--- src/rtl/hazard_forward_ctrl_if.sv ---
`default_nettype none
// ============================================================================
// Module      : hazard_forward_ctrl_if
// Description : Bundle between the LC-3b pipeline datapath and the
//               hazard/forwarding controller.
//               master : pipeline side (drives decode info, mem_stall, flush)
//               slave  : controller side (drives advance/stall/bubble,
//                        forwarding selects, state and stall counter)
// Revision    : 1.0 - initial release
// ============================================================================
interface hazard_forward_ctrl_if #(
    parameter int REG_AW = 3,
    parameter int CNT_W  = 16
);
    // decode-stage instruction info
    logic              id_valid;
    logic [REG_AW-1:0] id_sr1;
    logic [REG_AW-1:0] id_sr2;
    logic              id_sr1_used;
    logic              id_sr2_used;
    logic [REG_AW-1:0] id_dr;
    logic              id_dr_we;
    logic              id_is_load;
    // pipeline events
    logic              mem_stall;
    logic              flush;
    // controller outputs
    logic              pipe_advance;
    logic              stall_if_id;
    logic              bubble_ex;
    logic [1:0]        fwd_a;
    logic [1:0]        fwd_b;
    logic [1:0]        ctl_state;
    logic [CNT_W-1:0]  stall_cnt;

    modport master (
        output id_valid, id_sr1, id_sr2, id_sr1_used, id_sr2_used,
               id_dr, id_dr_we, id_is_load, mem_stall, flush,
        input  pipe_advance, stall_if_id, bubble_ex, fwd_a, fwd_b,
               ctl_state, stall_cnt
    );

    modport slave (
        input  id_valid, id_sr1, id_sr2, id_sr1_used, id_sr2_used,
               id_dr, id_dr_we, id_is_load, mem_stall, flush,
        output pipe_advance, stall_if_id, bubble_ex, fwd_a, fwd_b,
               ctl_state, stall_cnt
    );
endinterface
`default_nettype wire

--- src/rtl/hazard_forward_ctrl.sv ---
`default_nettype none
// ============================================================================
// Module      : hazard_forward_ctrl
// Description : Hazard/forwarding controller for the 5-stage LC-3b pipeline.
//               Shadows destination info of EX/MEM/WB, generates EX operand
//               forwarding selects, inserts one bubble on load-use, freezes
//               the pipe during memory waits and counts stall cycles.
// Ports       : clk    - pipeline clock
//               reset  - synchronous, active-high
//               bus    - hazard_forward_ctrl_if.slave (decode info, events,
//                        control/forwarding outputs, state, stall counter)
// Revision    : 1.0 - initial release
// ============================================================================
module hazard_forward_ctrl #(
    parameter int REG_AW = 3,
    parameter int CNT_W  = 16
) (
    input  wire                   clk,
    input  wire                   reset,
    hazard_forward_ctrl_if.slave  bus
);

    localparam logic [1:0] S_RUN      = 2'b00;
    localparam logic [1:0] S_LU_STALL = 2'b01;
    localparam logic [1:0] S_MEM_WAIT = 2'b10;

    localparam logic [1:0] c_FWD_RF  = 2'b00;
    localparam logic [1:0] c_FWD_MEM = 2'b01;
    localparam logic [1:0] c_FWD_WB  = 2'b10;

    // ------------------------------------------------------------------
    // Shadow pipeline entries
    // ------------------------------------------------------------------
    logic              r_ex_valid, r_ex_we, r_ex_ld, r_ex_u1, r_ex_u2;
    logic [REG_AW-1:0] r_ex_dr, r_ex_sr1, r_ex_sr2;
    logic              r_mem_valid, r_mem_we, r_mem_ld;
    logic [REG_AW-1:0] r_mem_dr;
    // WB load data is already final, so WB needs no is_load tag for forwarding.
    logic              r_wb_valid, r_wb_we;
    logic [REG_AW-1:0] r_wb_dr;

    logic [1:0]        r_state;
    logic [1:0]        w_state_nxt;
    logic [CNT_W-1:0]  r_stall_cnt;

    logic              w_lu;
    logic              w_pipe_advance;
    logic              w_stall_if_id;
    logic              w_bubble_ex;
    logic [1:0]        w_fwd_a;
    logic [1:0]        w_fwd_b;

    // Load in EX whose result the decode instruction needs: data only
    // exists at WB, so one bubble is required before the consumer enters EX.
    assign w_lu = bus.id_valid & r_ex_valid & r_ex_ld & r_ex_we &
                  ((bus.id_sr1_used & (bus.id_sr1 == r_ex_dr)) |
                   (bus.id_sr2_used & (bus.id_sr2 == r_ex_dr)));

    // ------------------------------------------------------------------
    // FSM: state register
    // ------------------------------------------------------------------
    always_ff @(posedge clk) begin
        if (reset) begin
            r_state <= S_RUN;
        end else begin
            r_state <= w_state_nxt;
        end
    end

    // ------------------------------------------------------------------
    // FSM: next-state logic. LU_STALL always exits after one cycle because
    // the bubble it inserted leaves EX invalid, so lu cannot re-fire.
    // ------------------------------------------------------------------
    always_comb begin
        w_state_nxt = S_RUN;
        if (bus.mem_stall) begin
            w_state_nxt = S_MEM_WAIT;
        end else if (bus.flush) begin
            w_state_nxt = S_RUN;
        end else if (w_lu) begin
            w_state_nxt = S_LU_STALL;
        end
    end

    // ------------------------------------------------------------------
    // FSM: output logic
    // ------------------------------------------------------------------
    always_comb begin
        w_pipe_advance = 1'b0;
        w_stall_if_id  = 1'b0;
        w_bubble_ex    = 1'b0;
        if (reset) begin
            w_pipe_advance = 1'b0;
        end else if (bus.mem_stall) begin
            w_stall_if_id = 1'b1;
        end else begin
            w_pipe_advance = 1'b1;
            if (bus.flush) begin
                w_bubble_ex = 1'b1;
            end else if (w_lu) begin
                w_bubble_ex   = 1'b1;
                w_stall_if_id = 1'b1;
            end
        end
    end

    // ------------------------------------------------------------------
    // Shadow entries: frozen unless the pipe advances
    // ------------------------------------------------------------------
    always_ff @(posedge clk) begin
        if (reset) begin
            r_ex_valid  <= 1'b0;
            r_ex_we     <= 1'b0;
            r_ex_ld     <= 1'b0;
            r_ex_u1     <= 1'b0;
            r_ex_u2     <= 1'b0;
            r_ex_dr     <= '0;
            r_ex_sr1    <= '0;
            r_ex_sr2    <= '0;
            r_mem_valid <= 1'b0;
            r_mem_we    <= 1'b0;
            r_mem_ld    <= 1'b0;
            r_mem_dr    <= '0;
            r_wb_valid  <= 1'b0;
            r_wb_we     <= 1'b0;
            r_wb_dr     <= '0;
        end else if (w_pipe_advance) begin
            r_wb_valid  <= r_mem_valid;
            r_wb_we     <= r_mem_we;
            r_wb_dr     <= r_mem_dr;
            r_mem_valid <= r_ex_valid;
            r_mem_we    <= r_ex_we;
            r_mem_ld    <= r_ex_ld;
            r_mem_dr    <= r_ex_dr;
            r_ex_valid  <= bus.id_valid & ~w_bubble_ex;
            r_ex_we     <= bus.id_dr_we;
            r_ex_ld     <= bus.id_is_load;
            r_ex_u1     <= bus.id_sr1_used;
            r_ex_u2     <= bus.id_sr2_used;
            r_ex_dr     <= bus.id_dr;
            r_ex_sr1    <= bus.id_sr1;
            r_ex_sr2    <= bus.id_sr2;
        end
    end

    // ------------------------------------------------------------------
    // Saturating stall-cycle counter
    // ------------------------------------------------------------------
    always_ff @(posedge clk) begin
        if (reset) begin
            r_stall_cnt <= '0;
        end else if (w_stall_if_id && (r_stall_cnt != {CNT_W{1'b1}})) begin
            r_stall_cnt <= r_stall_cnt + 1'b1;
        end
    end

    // ------------------------------------------------------------------
    // Forwarding. A load in MEM has no data yet, so it is skipped and the
    // search falls through to WB; MEM checked first so the youngest wins.
    // ------------------------------------------------------------------
    function automatic logic [1:0] f_fwd(input logic [REG_AW-1:0] src,
                                         input logic              used);
        logic [1:0] sel;
        sel = c_FWD_RF;
        if (used) begin
            if (r_mem_valid && r_mem_we && !r_mem_ld && (r_mem_dr == src)) begin
                sel = c_FWD_MEM;
            end else if (r_wb_valid && r_wb_we && (r_wb_dr == src)) begin
                sel = c_FWD_WB;
            end
        end
        return sel;
    endfunction

    always_comb begin
        w_fwd_a = c_FWD_RF;
        w_fwd_b = c_FWD_RF;
        if (!reset && r_ex_valid) begin
            w_fwd_a = f_fwd(r_ex_sr1, r_ex_u1);
            w_fwd_b = f_fwd(r_ex_sr2, r_ex_u2);
        end
    end

    assign bus.pipe_advance = w_pipe_advance;
    assign bus.stall_if_id  = w_stall_if_id;
    assign bus.bubble_ex    = w_bubble_ex;
    assign bus.fwd_a        = w_fwd_a;
    assign bus.fwd_b        = w_fwd_b;
    assign bus.ctl_state    = r_state;
    assign bus.stall_cnt    = r_stall_cnt;

endmodule
`default_nettype wire

--- src/flat_wrapper.sv ---
// flat-port wrapper written by rule: the top's interface ports become plain ports
module hazard_forward_ctrl_flat 
#(
    parameter int REG_AW = 3,
    parameter int CNT_W  = 16
)
  (clk, reset, bus_id_valid, bus_id_sr1, bus_id_sr2, bus_id_sr1_used, bus_id_sr2_used, bus_id_dr, bus_id_dr_we, bus_id_is_load, bus_mem_stall, bus_flush, bus_pipe_advance, bus_stall_if_id, bus_bubble_ex, bus_fwd_a, bus_fwd_b, bus_ctl_state, bus_stall_cnt);
  hazard_forward_ctrl_if #(.REG_AW(REG_AW), .CNT_W(CNT_W)) bus_i ();
  input  wire clk;
  input  wire reset;
  input wire logic [$bits(bus_i.id_valid)-1:0] bus_id_valid;
  input wire logic [$bits(bus_i.id_sr1)-1:0] bus_id_sr1;
  input wire logic [$bits(bus_i.id_sr2)-1:0] bus_id_sr2;
  input wire logic [$bits(bus_i.id_sr1_used)-1:0] bus_id_sr1_used;
  input wire logic [$bits(bus_i.id_sr2_used)-1:0] bus_id_sr2_used;
  input wire logic [$bits(bus_i.id_dr)-1:0] bus_id_dr;
  input wire logic [$bits(bus_i.id_dr_we)-1:0] bus_id_dr_we;
  input wire logic [$bits(bus_i.id_is_load)-1:0] bus_id_is_load;
  input wire logic [$bits(bus_i.mem_stall)-1:0] bus_mem_stall;
  input wire logic [$bits(bus_i.flush)-1:0] bus_flush;
  output wire logic [$bits(bus_i.pipe_advance)-1:0] bus_pipe_advance;
  output wire logic [$bits(bus_i.stall_if_id)-1:0] bus_stall_if_id;
  output wire logic [$bits(bus_i.bubble_ex)-1:0] bus_bubble_ex;
  output wire logic [$bits(bus_i.fwd_a)-1:0] bus_fwd_a;
  output wire logic [$bits(bus_i.fwd_b)-1:0] bus_fwd_b;
  output wire logic [$bits(bus_i.ctl_state)-1:0] bus_ctl_state;
  output wire logic [$bits(bus_i.stall_cnt)-1:0] bus_stall_cnt;
  assign bus_i.id_valid = bus_id_valid;
  assign bus_i.id_sr1 = bus_id_sr1;
  assign bus_i.id_sr2 = bus_id_sr2;
  assign bus_i.id_sr1_used = bus_id_sr1_used;
  assign bus_i.id_sr2_used = bus_id_sr2_used;
  assign bus_i.id_dr = bus_id_dr;
  assign bus_i.id_dr_we = bus_id_dr_we;
  assign bus_i.id_is_load = bus_id_is_load;
  assign bus_i.mem_stall = bus_mem_stall;
  assign bus_i.flush = bus_flush;
  assign bus_pipe_advance = bus_i.pipe_advance;
  assign bus_stall_if_id = bus_i.stall_if_id;
  assign bus_bubble_ex = bus_i.bubble_ex;
  assign bus_fwd_a = bus_i.fwd_a;
  assign bus_fwd_b = bus_i.fwd_b;
  assign bus_ctl_state = bus_i.ctl_state;
  assign bus_stall_cnt = bus_i.stall_cnt;
  hazard_forward_ctrl #(.REG_AW(REG_AW), .CNT_W(CNT_W)) u_core (.clk(clk), .reset(reset), .bus(bus_i));
endmodule
--- config.mk ---
export PLATFORM = sky130hd
export DESIGN_NAME = hazard_forward_ctrl_flat
export DESIGN_NICKNAME = d
export VERILOG_FILES = /design/src/rtl/hazard_forward_ctrl_if.sv /design/src/rtl/hazard_forward_ctrl.sv /design/src/flat_wrapper.sv
export SDC_FILE = /design/constraint.sdc
export NUM_CORES = 1
export LEC_CHECK = 0
export ABC_AREA = 1
export ABC_CLOCK_PERIOD_IN_PS = 1590
export CAP_MARGIN = 20
export CORE_UTILIZATION = 40
export DETAILED_ROUTE_END_ITERATION = 10
export GPL_ROUTABILITY_DRIVEN = 0
export GPL_TIMING_DRIVEN = 0
export PLACE_DENSITY = 0.67
export RECOVER_POWER = 100
export SKIP_CTS_REPAIR_TIMING = 1
export SLEW_MARGIN = 20
export SYNTH_ARGS = -nofsm -noshare
export SYNTH_HDL_FRONTEND = slang
export SYNTH_SLANG_ARGS = --single-unit
--- constraint.sdc ---
create_clock -name clk -period 1.59 [get_ports clk]
set_clock_uncertainty 0.05 [all_clocks]
set_input_delay 0.318 -clock clk [delete_from_list [all_inputs] [get_ports clk]]
set_output_delay 0.318 -clock clk [all_outputs]
set_load 0.01 [all_outputs]
==> impl_results.md, run 1 <==
- 1st-pass router iterations: 4
- Critical Path Source Type: input port
- Io pins: 43
- Period minus WS final: about 1.9 ns
- Clk buf depth: 2
- Commonest non-fill, non-tap cell in the layout: nand2_1
- Mean Syn Cell Area: approximately 7.2 um2
- Kind of critical path: input port to output port
- Largest area contributor in the netlist: dfxtp_1
- Synth Flop Type: dfxtp_1
- Post-synthesis net count: roughly 320
- Maximum fanout along the worst path: 2
- H-tree depth: 2
- RSZ-0062 raised after global routing: true
- Fin worst setup slack: -0.347 ns
- R2r setup slk: -0.17 ns
- # nets final: 388
- Max_cap viols: 0
- Yosys top cell area share: between 40% and 50%
- Sequential Area: slightly above 900 um2
- Vias in the first global route: about 1,700
- Worst-path clk slew: roughly 0.09 ns
- GR Overflow Total: 0
- Area Overhead vs Synth: 55.1%
- Synthesized flop and latch total: 43
- Crit path to: bus_bubble_ex
- Final Hold Viols: 0
- Antenna viol nets, final: 0
- Status: finished with violations
- Yosys warns: 0
- Initial drt markers: roughly 190
- Area post-placement: about 2700 um2
- Buffers on Ports: between 40 and 50
- Via density: 4.93
- Sequential area share after synthesis: around 40%
- Worst slew pin tran: just under 0.7 ns
- Library cells used by synthesis: 29
- Dominant cells by area after synthesis: dfxtp_1 40%, nand2_1 12%, nand3_1 6.3%
- Clock network power share: around two fifths
- Share of cells above drive strength 1: between 30% and 40%
- Final core utilization: approximately two thirds
- Hold Path Class: input port to flop
- Via count: between 2,000 and 2,500
- TritonCTS clock tree: yes
- Crit. Startpoint: bus_id_valid
- Core Region: between 5000 and 6000 um2
- First-pass GRT wire length: 8110 um
- Achievable Freq: 516 MHz
- R2R Path Start: u_core.r_ex_dr[2]
- Initial antenna violation count: 0
- Switching power: between 0.5 and 0.6 mW
- Int Pwr: approximately 1.9 mW
- Critical Path End Type: output port
- Number of cell rows: 26
- Asr flop ratio synth: 0%
- Die extent in x: roughly 75 um
- Ant diodes: 0
- Failing checks: negative setup slack
- Final setup violation count: 22
- Die area: 5660 um2
- Multi-input logic area: 1300 um2
- Slew HR: between 50% and 60%
- Leakage Power: 1.64 nW
- Die Ht: 75.2 um
- Clk root buf: clkbuf_8
- Net Sw Frac: 24.0%
- Mapped Area: 2140 um2
- Clock Sinks: 43
- Maximum VDD drop: between 0.5 and 0.6 mV
- WL/cell: between 10 and 15 um
- Largest net degree at the start of global routing: 15
- WP data arrival: 1.57 ns
- Final period util: 122%
- Routed WL: 5800 um
- Starting Density: about two fifths
- Filler instances: 434
- Global Route Usage Sum: 19.0%
- Logic pwr share: a little under an eighth
- Worst R2R End: u_core.bus.stall_cnt[13]
- CP required: between 1 and 1.5 ns
- DRC: 0
- Sequential share of power: a little under half
- HPWL after DPL: 3670 um
- Fin area: roughly 3300 um2
- Max-slew violation count: 0
- R2R cell count: 14
- Most frequent cells in the layout: 56 x nand2_1, 26 x dlymetal6s2s_1, 24 x nor2_1, 23 x nand3_1, 22 x inv_1
- PD cells: 738 nW/um2
- Worst-Skew Late Latency: roughly 0.30 ns
- Number of synthesized flops with an enable pin: 0
- Cells after Synth: approximately 300
- Cts bufs inserted: 5
## power groups by stage
stage          sequential [mW]  combinational, mW  clock (mW)
3_5_place_dp              1.16              0.215           0
5_1_grt                   1.14              0.319        1.09
2_1_floorplan             1.16              0.123           0
4_1_cts                   1.14              0.217        1.04
6_report                  1.13              0.294        1.03
3_3_place_gp              1.16              0.215           0
## flip-flops by register name (all words and copies together) (netlist names)
register and cells:
u_core.bus.stall_cnt 16, u_core.r_ex_dr 3, u_core.r_ex_sr1 3, u_core.r_ex_sr2 3
u_core.r_mem_dr 3, u_core.r_wb_dr 3, u_core.bus.ctl_state 2, u_core.r_ex_ld 1
u_core.r_ex_u1 1, u_core.r_ex_u2 1, u_core.r_ex_valid 1, u_core.r_ex_we 1
u_core.r_mem_ld 1, u_core.r_mem_valid 1, u_core.r_mem_we 1, u_core.r_wb_valid 1
u_core.r_wb_we 1
## worst max-delay path, stage by stage
cell	delay (ns)
clkdlybuf4s50_1	0.49
nand3_1	0.11
nor2_2	0.22
nand2_2	0.10
a21oi_2	0.18
buf_2	0.16
## worst min-delay path by stage
stage,slack [ns],from,cells past startpoint,endpoint
after floorplan,0.34,bus_mem_stall,1,u_core.bus.ctl_state[0]
after global placement,0.39,u_core.r_wb_valid,2,u_core.r_wb_valid
after detailed placement,0.40,u_core.r_wb_valid,2,u_core.r_wb_valid
after CTS,0.24,reset,2,u_core.bus.stall_cnt[15]
after global routing,0.24,bus_id_sr2_used,2,u_core.r_ex_u2
final,0.24,bus_id_sr2_used,2,u_core.r_ex_u2
## through the flow
stage | instances | TNS (ns) | total power [mW] | hold WS [ns] | setup slack (ns)
3_3_place_gp | 408 | -17.05 | 1.38 | 0.391 | -1.11
6_report | 440 | -4.34 | 2.45 | 0.243 | -0.347
3_5_place_dp | 408 | -16.80 | 1.38 | 0.397 | -1.08
5_1_grt | 440 | -5.61 | 2.54 | 0.237 | -0.404
2_1_floorplan | 297 | 0 | 1.28 | 0.340 | 0.00217
4_1_cts | 416 | -9.29 | 2.40 | 0.238 | -1.09
## synth_stat cells, drive strengths merged, types with 2 or more instances
master and n:
a21oi 22, a22o 2, a31oi 2, buf 4, clkbuf 4, dfxtp 43
inv 37, nand2 75, nand3 28, nand4 2, nor2 29, nor3 5
o2111ai 2, o21ai 12, o22ai 11, xnor2 9, xor2 8
## logic make-up after synthesis
family	Yosys count	share of synthesized area [%]
and+or+nand+nor	140	29.4
adders and majority gates	1	0.583
AOI/OAI and AO/OA	51	14.4
xor gates and xnor gates	17	6.94
buffers and inverters	45	8.52
DFF	43	40.1
## layer usage
metal  wire (um)  vias up  track usage (%)  part of all wire (%)
met5           0        -                0                     0
met4          61        0             6.17                   1.1
met3         314        4             3.61                   5.4
met2        2660       56             27.8                    46
met1        2770     1001             27.9                    48
li1            -     1108                -                     -
## final cells by class
cell class / instances / area share, %
well taps: 70 / 2.63
repair buffers: 64 / 20.3
clock buffers: 5 / 2.07
clock inverters: 3 / 2.03
multi-input cells: 210 / 39.0
inverters: 37 / 4.18
plain buffers: 8 / 1.96
flip-flops and latches: 43 / 27.9
No activity file was read; power rests on OpenSTA's default activity.
==> run 2: changes to the inputs <==
Settings changed: ABC_CLOCK_PERIOD_IN_PS 1590 to 1700.
Clock period 1.59 ns to 1.7 ns, I/O delays scaled along.
==> impl_results.md, run 2 (synthesized netlist as in run 1, its figures left out) <==
- Global Route Usage Sum: 19.3% (was 19.0%)
- Most used cell, CP: nand2_1
- PD cells: 628 nW/um2 (was 738 nW/um2)
- Maximum VDD drop: 0.352 mV (was 0.500 mV)
- Worst R2R End: u_core.bus.stall_cnt[8] (was u_core.bus.stall_cnt[13])
- Core Region: 5140 um2 (unchanged)
- Via count: 2,180 (was 2,169)
- Kind of critical path: flop to output port (was input port to output port)
- Final setup violation count: 6 (was 22)
- Die Ht: 75.2 um (unchanged)
- Worst slew pin tran: 0.692 ns (was 0.693 ns)
- Ant diodes: 0 (unchanged)
- Fin worst setup slack: -0.138 ns (was -0.347 ns)
- Starting Density: 41.7% (unchanged)
- Maximum fanout along the worst path: 6 (was 2)
- GR Overflow Total: 0 (unchanged)
- Sequential Area: 907 um2 (was 927 um2)
- First-pass GRT wire length: 8090 um (was 8110 um)
- Commonest non-fill, non-tap cell in the layout: nand2_1 (unchanged)
- Initial antenna violation count: 0 (unchanged)
- Max-slew violation count: 0 (unchanged)
- Filler instances: 471 (was 434)
- Pwr Total: 1.94 mW (was 2.45 mW)
- DRC: 0 (unchanged)
- Die area: 5660 um2 (unchanged)
- R2r setup slk: 0.04 ns (was -0.17 ns)
- WL/cell: 12.6 um (was 13.2 um)
- Clk root buf: clkbuf_8 (unchanged)
- Initial drt markers: 96 (was 186)
- Fin cells: 437 (was 440)
- TritonCTS clock tree: yes (unchanged)
- Failing checks: negative setup slack (unchanged)
- Fin area: 3090 um2 (was 3330 um2)
- WP data arrival: 1.45 ns (was 1.57 ns)
- Hold depth: 2 (unchanged)
- Status: finished with violations (unchanged)
- Cell Chain, Critical Path: inv_4, nand2_1, nand2_1, nor2_1, nand2_1, nand2_2, nand3_2, nand2_4, buf_8, buf_6 (was clkdlybuf4s50_1, nand3_1, nor2_2, nand2_2, a21oi_2, buf_2)
- Slew HR: 53.9% (was 53.8%)
- Area post-placement: 2640 um2 (was 2660 um2)
- Critical Path Source Type: flop (was input port)
- H-tree depth: 2 (unchanged)
- Buffers on Ports: 41 (unchanged)
- Share of cells above drive strength 1: 31.9% (was 35.9%)
- CP peak stage delay: 0.37 ns (was 0.49 ns)
- Area Overhead vs Synth: 44.3% (was 55.1%)
- Placed insts: 408 (unchanged)
- Critical Path End Type: output port (unchanged)
- R2R cell count: 13 (was 14)
- HPWL after DPL: 3720 um (was 3670 um)
- R2R Path Start: u_core.r_ex_dr[2] (unchanged)
- Die extent in x: 75.2 um (unchanged)
- Worst Hold End: u_core.r_ex_u2 (unchanged)
- Leakage Power: 1.28 nW (was 1.64 nW)
- Largest register FFs: 16 (unchanged)
- Worst-path clk slew: 0.07 ns (was 0.09 ns)
- Hold Path Class: input port to flop (unchanged)
- Most frequent cells in the layout: 62 x nand2_1, 24 x nor2_1, 23 x inv_1, 23 x nand3_1, 23 x clkdlybuf4s50_1 (was 56 x nand2_1, 26 x dlymetal6s2s_1, 24 x nor2_1, 23 x nand3_1, 22 x inv_1)
- Via density: 4.99 (was 4.93)
- Period minus WS final: around 1.8 ns
- Number of cell rows: 26 (unchanged)
- Antenna viol nets, final: 0 (unchanged)
- Io pins: 43 (unchanged)
- Setup TNS: -0.418 ns (was -4.34 ns)
- Routed WL: 5520 um (was 5800 um)
- 1st-pass router iterations: 4 (unchanged)
- Slowest CP cell: dfxtp_4 (was clkdlybuf4s50_1)
- # nets final: 387 (was 388)
- Final period util: 108%
- Achievable Freq: roughly 540 MHz
- Clock Sinks: 43 (unchanged)
- Vias in the first global route: 1,673 (was 1,725)
- Hold_sp: bus_id_sr2_used (unchanged)
- Max_cap viols: 0 (unchanged)
- Largest net degree at the start of global routing: 12 (was 15)
- Worst-Skew Late Latency: 0.30 ns (about the same)
- Final Hold Viols: 0 (unchanged)
- Cts bufs inserted: 5 (unchanged)
- CP required: 1.31 ns (was 1.22 ns)
- Clk buf depth: 2 (unchanged)
- RSZ-0062 raised after global routing: true (unchanged)
- Multi-input logic area: 1240 um2 (was 1300 um2)
==> run 2: worst max path at each step <==
| stage | from | endpoint | slack [ns] |
|---|---|---|---|
| floorplan | u_core.bus.stall_cnt[1] | u_core.bus.stall_cnt[0] | 0.007 |
| finish | u_core.r_ex_dr[2] | bus_stall_if_id | -0.14 |
| detailed placement | bus_id_sr1[2] | bus_stall_if_id | -1.04 |
| global route | u_core.r_ex_dr[0] | bus_stall_if_id | -0.22 |
| global placement | bus_id_sr1[2] | bus_stall_if_id | -1.04 |
| CTS | bus_id_sr1[2] | bus_stall_if_id | -1.04 |
==> run 2: layout make-up <==
cell class              count  share of cell area [%]
multi-input cells         209                    40.1
flip-flops and latches     43                    29.3
repair buffers             64                    18.8
inverters                  37                    4.61
well taps                  70                    2.83
clock buffers               6                    2.35
plain buffers               8                    1.98
==> run 2: metrics by stage <==
| step | util (%) | hold slack, ns | worst slack [ns] |
|---|---|---|---|
| floorplan | - | 0.362 | 0.00700 |
| global placement | 51.4 | 0.391 | -1.04 |
| detailed placement | 51.4 | 0.394 | -1.04 |
| CTS | 52.8 | 0.265 | -1.04 |
| global route | 60.2 | 0.269 | -0.224 |
| finish | 60.2 | 0.267 | -0.138 |
==> run 2: critical path, delay by kind of cell, from the launching register on <==
family / cells / cell delay, ns
buffers and inverters: 3 / 0.24
DFF: 1 / 0.37
and+or+nand+nor: 7 / 0.54
==> run 2: metal layers <==
| layer | wire, um | vias up | GRT usage, % |
|---|---|---|---|
| met5 | 0 | - | 0 |
| met4 | 80 | 0 | 7.00 |
| met3 | 246 | 9 | 4.02 |
| met2 | 2480 | 52 | 26.7 |
| met1 | 2710 | 1013 | 29.1 |
| li1 | - | 1106 | - |
==> run 2: where the power goes <==
part           internal, mW  total (mW)  switching (mW)  leakage [nW]
clock network         0.275       0.622           0.347        0.0371
registers              1.03        1.07          0.0318         0.363
logic                 0.122       0.255           0.133         0.879
total                  1.43        1.94           0.512          1.28
==> run 3: changes to the inputs <==
Settings changed: CTS_BUF_LIST set to sky130_fd_sc_hd__clkbuf_16.
==> impl_results.md, run 3 (synthesized netlist as in run 1, its figures left out) <==
- Routed WL: 5610 um (was 5520 um)
- Global Route Usage Sum: 19.4% (was 19.3%)
- Starting Density: 41.7% (unchanged)
- Clock Sinks: 43 (unchanged)
- WP data arrival: 1.43 ns (was 1.45 ns)
- PD cells: 708 nW/um2 (was 628 nW/um2)
- Die Ht: 75.2 um (unchanged)
- Clk buf depth: 2 (unchanged)
- R2R cell count: 13 (unchanged)
- Critical Path Source Type: flop (unchanged)
- Clk root buf: clkbuf_16 (was clkbuf_8)
- CP peak stage delay: 0.36 ns (was 0.37 ns)
- Stages on the worst setup path: 10 (unchanged)
- WL/cell: 12.8 um (was 12.6 um)
- Clock network power share: 40.5% (was 32.0%)
- Largest net degree at the start of global routing: 12 (unchanged)
- Int Pwr: 1.68 mW (was 1.43 mW)
- Max_cap viols: 0 (unchanged)
- Antenna viol nets, final: 0 (unchanged)
- CP required: 1.31 ns (about the same)
- R2r setup slk: 0.04 ns (about the same)
- Vias in the first global route: 1,686 (was 1,673)
- Most frequent cells in the layout: 63 x nand2_1, 24 x inv_1, 24 x nor2_1, 23 x nand3_1, 22 x clkdlybuf4s50_1 (was 62 x nand2_1, 24 x nor2_1, 23 x inv_1, 23 x nand3_1, 23 x clkdlybuf4s50_1)
- Slew HR: 52.7% (was 53.9%)
- Final core utilization: 61.1% (was 60.2%)
- Worst Path Buf+Inv: 3 (unchanged)
- Core Region: 5140 um2 (unchanged)
- Via density: 4.91 (was 4.99)
- Largest register FFs: 16 (unchanged)
- RSZ-0062 raised after global routing: true (unchanged)
- Slowest CP cell: dfxtp_4 (unchanged)
- Kind of critical path: flop to output port (unchanged)
- Cell Chain, Critical Path: inv_4, nand2_1, nand2_1, nor2_1, nand2_1, nand2_2, nand3_2, nand2_4, buf_8, buf_6 (unchanged)
- Critical Path End Type: output port (unchanged)
- Delay-heaviest family, CP: simple AND/OR/NAND/NOR gates (unchanged)
- Max-slew violation count: 0 (unchanged)
- Worst slew pin tran: 0.710 ns (was 0.692 ns)
- Die extent in x: 75.2 um (unchanged)
- Final period util: 107% (was 108%)
- Via count: 2,145 (was 2,180)
- Hold depth: 2 (unchanged)
- DRC: 0 (unchanged)
- Die area: 5660 um2 (unchanged)
- Worst-path clk slew: 0.05 ns (was 0.07 ns)
- Maximum fanout along the worst path: 6 (unchanged)
- Switching power: 0.543 mW (was 0.512 mW)
- First-pass GRT wire length: 8150 um (was 8090 um)
- Logic pwr share: 11.4% (was 13.1%)
- Final setup violation count: 6 (unchanged)
- Min Hold Slack: 0.282 ns (was 0.267 ns)
- GR Overflow Total: 0 (unchanged)
- Hold Path Class: input port to flop (unchanged)
- # nets final: 387 (unchanged)
- Failing checks: negative setup slack (unchanged)
- Commonest non-fill, non-tap cell in the layout: nand2_1 (unchanged)
- Pre-CTS setup slack: -1.04 ns (unchanged)
- Number of cell rows: 26 (unchanged)
- Io pins: 43 (unchanged)
- Status: finished with violations (unchanged)
- Cts bufs inserted: 5 (unchanged)
- Final Hold Viols: 0 (unchanged)
- Area Overhead vs Synth: 46.4% (was 44.3%)
- Most used cell, CP: nand2_1 (unchanged)
- Initial drt markers: 99 (was 96)
- Buffers on Ports: 41 (unchanged)
- H-tree depth: 2 (unchanged)
- 1st-pass router iterations: 4 (unchanged)
- Sequential share of power: 48.1% (was 54.9%)
- Worst-Skew Late Latency: 0.28 ns (was 0.30 ns)
- HPWL after DPL: 3720 um (unchanged)
- Maximum VDD drop: 0.417 mV (was 0.352 mV)
- Ant diodes: 0 (unchanged)
- Leakage Power: 1.29 nW (was 1.28 nW)
- Net Sw Frac: 24.4% (was 26.3%)
- Fin worst setup slack: -0.122 ns (was -0.138 ns)
- Initial antenna violation count: 0 (unchanged)
- TritonCTS clock tree: yes (unchanged)
- Period minus WS final: 1.82 ns (was 1.84 ns)
- Share of cells above drive strength 1: 30.8% (was 31.9%)
- Achievable Freq: 549 MHz (was 544 MHz)
- Pwr Total: 2.22 mW (was 1.94 mW)
run 3: area by class of cell:
cell class,instances,area [um2]
Buffer,8,61.3
Clock inverter,1,3.75
Multi-Input combinational cell,209,1240
Tap cell,70,87.6
Fill cell,471,2000
Clock buffer,5,125
Inverter,37,143
Sequential cell,43,905
Timing Repair Buffer,64,577
run 3: final timing paths:
kind	from	endpoint
worst max-delay path	u_core.r_ex_dr[2]	bus_stall_if_id
worst min-delay path	bus_id_sr2_used	u_core.r_ex_u2
worst max register to register	u_core.r_ex_dr[2]	u_core.bus.stall_cnt[8]
worst min register to register	u_core.r_wb_we	u_core.r_wb_we
run 3: power groups by stage:
stage,registers [mW],logic [mW],clock network [mW]
floorplan,1.08,0.114,0
global placement,1.08,0.200,0
detailed placement,1.09,0.201,0
CTS,1.06,0.203,0.908
global route,1.07,0.279,0.961
finish,1.07,0.254,0.900
run 3: metal layers:
layer / part of all wire (%) / vias up / GRT usage (%)
met5: 0 / - / 0
met4: 1.2 / 0 / 8.02
met2: 46 / 46 / 26.4
met3: 4.8 / 7 / 4.02
met1: 48 / 985 / 29.5
li1: - / 1107 / -
run 3: stage by stage:
step	instances	instance area [um2]	TNS (ns)
2_1_floorplan	297	2150	0
3_3_place_gp	408	2640	-13.53
3_5_place_dp	408	2640	-13.28
4_1_cts	414	2770	-6.35
5_1_grt	437	3140	-1.34
6_report	437	3140	-0.338
